<file path="config.mk">
export PLATFORM = sky130hd
export DESIGN_NAME = stack_ptr14b
export DESIGN_NICKNAME = d
export VERILOG_FILES = /design/src/rtl/stack_ptr14b.sv
export SDC_FILE = /design/constraint.sdc
export NUM_CORES = 1
export LEC_CHECK = 0
export BUFFER_PORTS_ARGS = -buffer_cell sky130_fd_sc_hd__buf_4
export CAP_MARGIN = 20
export CORE_MARGIN = 2
export CORE_UTILIZATION = 44
export CTS_CLUSTER_DIAMETER = 120
export CTS_CLUSTER_SIZE = 30
export DETAILED_ROUTE_END_ITERATION = 8
export GPL_TIMING_DRIVEN = 0
export PLACE_DENSITY = 0.75
export SYNTH_ARGS = -nofsm -noshare
export SYNTH_HDL_FRONTEND = slang
export SYNTH_SLANG_ARGS = --single-unit
</file>
<file path="constraint.sdc">
create_clock -name clk -period 3.2 [get_ports clk]
set_clock_uncertainty 0.2 [all_clocks]
set_input_delay 0 -clock clk [delete_from_list [all_inputs] [get_ports clk]]
set_output_delay 0 -clock clk [all_outputs]
set_load 0.05 [all_outputs]
</file>
<file path="src/rtl/stack_ptr14b.sv">
// Hardware stack pointer with full/empty tracking, sticky overflow/underflow and a RUN/FAULT FSM.
// Optional occupancy watermark on max_depth is enabled by defining STACK_PTR_WATERMARK_EN.
module stack_ptr14b #(
   parameter logic [13:0] SP_TOP    = 14'h3FFF,
   parameter logic [13:0] SP_BOTTOM = 14'h3C00
) (
   input  logic        clk,
   input  logic        reset,
   input  logic        push,
   input  logic        pop,
   input  logic        load,
   input  logic [13:0] load_val,
   input  logic        clear_err,
   output logic [13:0] sp,
   output logic        empty,
   output logic        full,
   output logic        overflow,
   output logic        underflow,
   output logic        fault,
   output logic [13:0] max_depth
);

   typedef enum logic {RUN, FAULT} state_t;

   state_t      r_state;
   state_t      w_stateNext;
   logic [13:0] r_sp;
   logic [13:0] w_spNext;
   logic        r_empty;
   logic        r_full;
   logic        r_overflow;
   logic        r_underflow;
   logic        w_overflowNext;
   logic        w_underflowNext;
   logic        w_pushBlocked;
   logic        w_popBlocked;

   // A loaded pointer may sit outside the legal window, so the 14-bit extremes also block push/pop to prevent wrap.
   assign w_pushBlocked = r_full  || (r_sp == 14'h0000);
   assign w_popBlocked  = r_empty || (r_sp == 14'h3FFF);

   always_ff @(posedge clk or posedge reset) begin
      if (reset) begin
         r_state <= RUN;
      end else begin
         r_state <= w_stateNext;
      end
   end

   always_comb begin
      w_stateNext     = r_state;
      w_spNext        = r_sp;
      w_overflowNext  = r_overflow;
      w_underflowNext = r_underflow;
      if (clear_err) begin
         w_stateNext     = RUN;
         w_overflowNext  = 1'b0;
         w_underflowNext = 1'b0;
      end else if (r_state == RUN) begin
         if (load) begin
            w_spNext = load_val;
         end else if (push && pop) begin
            w_spNext = r_sp;
         end else if (push) begin
            if (w_pushBlocked) begin
               w_overflowNext = 1'b1;
               w_stateNext    = FAULT;
            end else begin
               w_spNext = r_sp - 14'd1;
            end
         end else if (pop) begin
            if (w_popBlocked) begin
               w_underflowNext = 1'b1;
               w_stateNext     = FAULT;
            end else begin
               w_spNext = r_sp + 14'd1;
            end
         end
      end
   end

   always_comb begin
      fault = (r_state == FAULT);
   end

   // empty/full are derived from the next pointer so they land in the same cycle as sp.
   always_ff @(posedge clk or posedge reset) begin
      if (reset) begin
         r_sp        <= SP_TOP;
         r_empty     <= 1'b1;
         r_full      <= 1'b0;
         r_overflow  <= 1'b0;
         r_underflow <= 1'b0;
      end else begin
         r_sp        <= w_spNext;
         r_empty     <= (w_spNext == SP_TOP);
         r_full      <= (w_spNext == SP_BOTTOM);
         r_overflow  <= w_overflowNext;
         r_underflow <= w_underflowNext;
      end
   end

   assign sp        = r_sp;
   assign empty     = r_empty;
   assign full      = r_full;
   assign overflow  = r_overflow;
   assign underflow = r_underflow;

`ifdef STACK_PTR_WATERMARK_EN
   logic [13:0] r_maxDepth;
   logic [13:0] w_newDepth;

   // Every prior sp is already folded in, so tracking the next sp each cycle covers all updates.
   assign w_newDepth = (w_spNext > SP_TOP) ? 14'd0 : (SP_TOP - w_spNext);

   always_ff @(posedge clk or posedge reset) begin
      if (reset) begin
         r_maxDepth <= 14'd0;
      end else if (w_newDepth > r_maxDepth) begin
         r_maxDepth <= w_newDepth;
      end
   end

   assign max_depth = r_maxDepth;
`else
   assign max_depth = 14'd0;
`endif

endmodule

</file>
==> results.py <==
metrics = {
    "status": {
        "outcome": "complete, no violations",
    },
    "placed_design": {
        "gp_congestion": 0.974,
        "port_buffers": 36,
        "dp.cells": 350,
        "detailed_place_hpwl_um": 4730,
        "place_ws_ps": 66.2,
    },
    "cells_and_area": {
        "layout-drive-gt1-share_pct": 33.9,
        "final_cell_mix": "buf_4 (56), nand2_1 (17), dlygate4sd3_1 (16), dfstp_2 (15)",
        "num_antenna_cells": 0,
        "area_growth_syn_to_layout_pct": 29.5,
        "stdcell_count": 371,
        "final_common_cell": "buf_4",
        "finalCoreUtilization_pct": 60.0,
        "fin_nets": 342,
    },
    "yosys": {
        "synthFlopType": "dfstp_2",
        "synth_area_per_cell_um2": 8.27,
        "yosysWarningCount": 0,
        "syn_inst": 249,
        "synth_area_um2": 2060,
        "seq_area_frac_synth_pct": 24.0,
        "synth_edf_count": 0,
        "ys_types": 65,
        "async_reset_ff_share_pct": 100,
        "ys_ff_latch": 19,
    },
    "routing": {
        "wl_per_cell_um": 17.2,
        "wl_um": 6370,
        "route.detailed.drc": 0,
        "postRouteAntennaNets": 0,
        "via_count": 2241,
        "via_per_inst": 6.04,
        "first_iter_violations": 273,
        "firstDrtPassIters": 7,
    },
    "job": {
        "maxCapViolations": 0,
    },
    "die": {
        "die_w_um": 72.4,
        "io_pins": 53,
        "floorplan.initialDensity_pct": 46.3,
        "fp.dieH_um": 72.4,
        "row_count": 24,
        "core-area_um2": 4440,
        "die-area_um2": 5240,
    },
    "sta": {
        "slew_headroom_pct": 51.8,
        "rsz0062_at_grt": "no",
        "fin_crit_ps": 3050,
        "setup_violations": 0,
        "tightest_slew_ps": 723,
        "worst_slack_ps": 150,
        "setup_tns_ps": 0,
        "maxSlewViolCount": 0,
        "fin_crit_sh_pct": 95.3,
        "max_freq_ghz": 0.328,
        "hold_viol": 0,
    },
    "power_and_ir_drop": {
        "p_leak_nw": 1.17,
        "power_density_nw_per_um2": 405,
        "vdd_drop_max_uv": 273,
    },
    "critical_path": {
        "arrival_ps": 3050,
        "critical_path_class": "reg -> reg",
        "cp_data_required_time_ps": 3200,
        "cp_max_fo": 10,
        "start_kind": "register",
        "critPathCaptureType": "register",
    },
    "grt": {
        "grt-ovfl-total": 0,
        "grt_pass1_wl_um": 10100,
        "antenna_found_initial": 0,
        "track_usage_pct": 24.8,
        "grt_pass1_vias": 2022,
        "grt_max_degree": 20,
    },
    "cts": {
        "cts-htree-levels": 1,
        "clock_latency_ps": 260,
        "clock-root-buffer": "clkbuf_8",
        "clkTransAtPathRegs_ps": 80,
        "cts_tree": "yes",
        "clkSinkCount": 19,
        "cts_made_buffers": 3,
        "clockBufferDepth": 2,
    },
    "worst_hold_path": {
        "min_path_type": "in -> reg",
    },
}
-- logic make-up after synthesis --
family | Yosys count | synth area share [%]
other cells | 1 | 0.182
compound gates | 56 | 21.2
mux | 3 | 1.46
flops | 19 | 24.0
simple gates | 124 | 38.9
fa+ha+maj | 2 | 1.21
buf+inv | 44 | 13.0
-- per-stage QoR --
step                hold slack [ps]  power [mW]  instance area [um2]
finish                         53.1        1.08                 2670
global route                   63.0        1.13                 2670
CTS                            57.0        1.07                 2650
detailed placement            -27.7       0.878                 2440
global placement              -34.0       0.875                 2440
floorplan                      -260       0.737                 2110
-- flip-flops by register name, indices dropped and copies added (netlist names) --
register   cells
sp            14
empty          1
fault          1
full           1
overflow       1
underflow      1
-- worst max-delay path, cell delays in order, from the launching register on --
cell,delay (ps)
dfstp_2,560
buf_2,210
nand4_1,250
nor4_2,570
o21ai_0,260
nand3_1,130
nand3b_1,160
a2111oi_1,400
and4b_1,240
-- cell type report --
class,count,area (um2)
clock buffers,3,41.3
inverters,11,41.3
multi-input cells,199,1350
plain buffers,32,223
well taps,52,65.1
fillers,409,1780
clock inverters,1,5.00
flip-flops and latches,19,494
repair buffers,54,445
-- timing repair --
action / in CTS / in global routing
setup endpoints to repair: 0 / 2
buffers inserted: 0 / 2
hold endpoints to repair: 20 / 0
hold buffers: 16 / 0
resized for setup: 0 / 2
-- power by group --
group          total [mW]  internal (mW)  switching (mW)
clock network       0.174         0.0868          0.0870
logic               0.555          0.195           0.360
registers           0.350          0.295          0.0545
-- Yosys cell counts, drive strengths merged (5+ instances only) --
cell type  instances  area (um2)
or2                5        31.3
and3              10        62.6
or4                6        56.3
o21ai              7        35.0
clkbuf             8        31.3
nor2              14        52.6
nand2             18        70.1
nand4              9        71.3
a21oi             13        65.1
inv               10        37.5
buf               25         195
nand3             12        65.1
nor3              13        70.1
dfstp             15         394
o211ai             7        52.6
nor4              10        96.4
-- routing by layer --
metal / vias up / global-route usage [%] / routed length, um
li1: 1061 / - / -
met1: 1064 / 35.1 / 2800
met2: 110 / 40.4 / 2960
met3: 6 / 1.94 / 541
met4: 0 / 7.41 / 74
met5: - / 0 / 0
-- path summary, 6_finish.rpt --
path / startpoint / endpoint / slack [ps] / cells after the start
worst max-delay path: sp[5] / full / 150 / 8
worst min register to register: overflow / overflow / 300 / 2
worst max register to register: sp[5] / full / 150 / 8
min in group asynchronous: reset / overflow / 220 / 3
worst min-delay path: push / underflow / 50 / 4
max in group asynchronous: reset / full / 2130 / 3
Power figures use the tool's default switching activity.
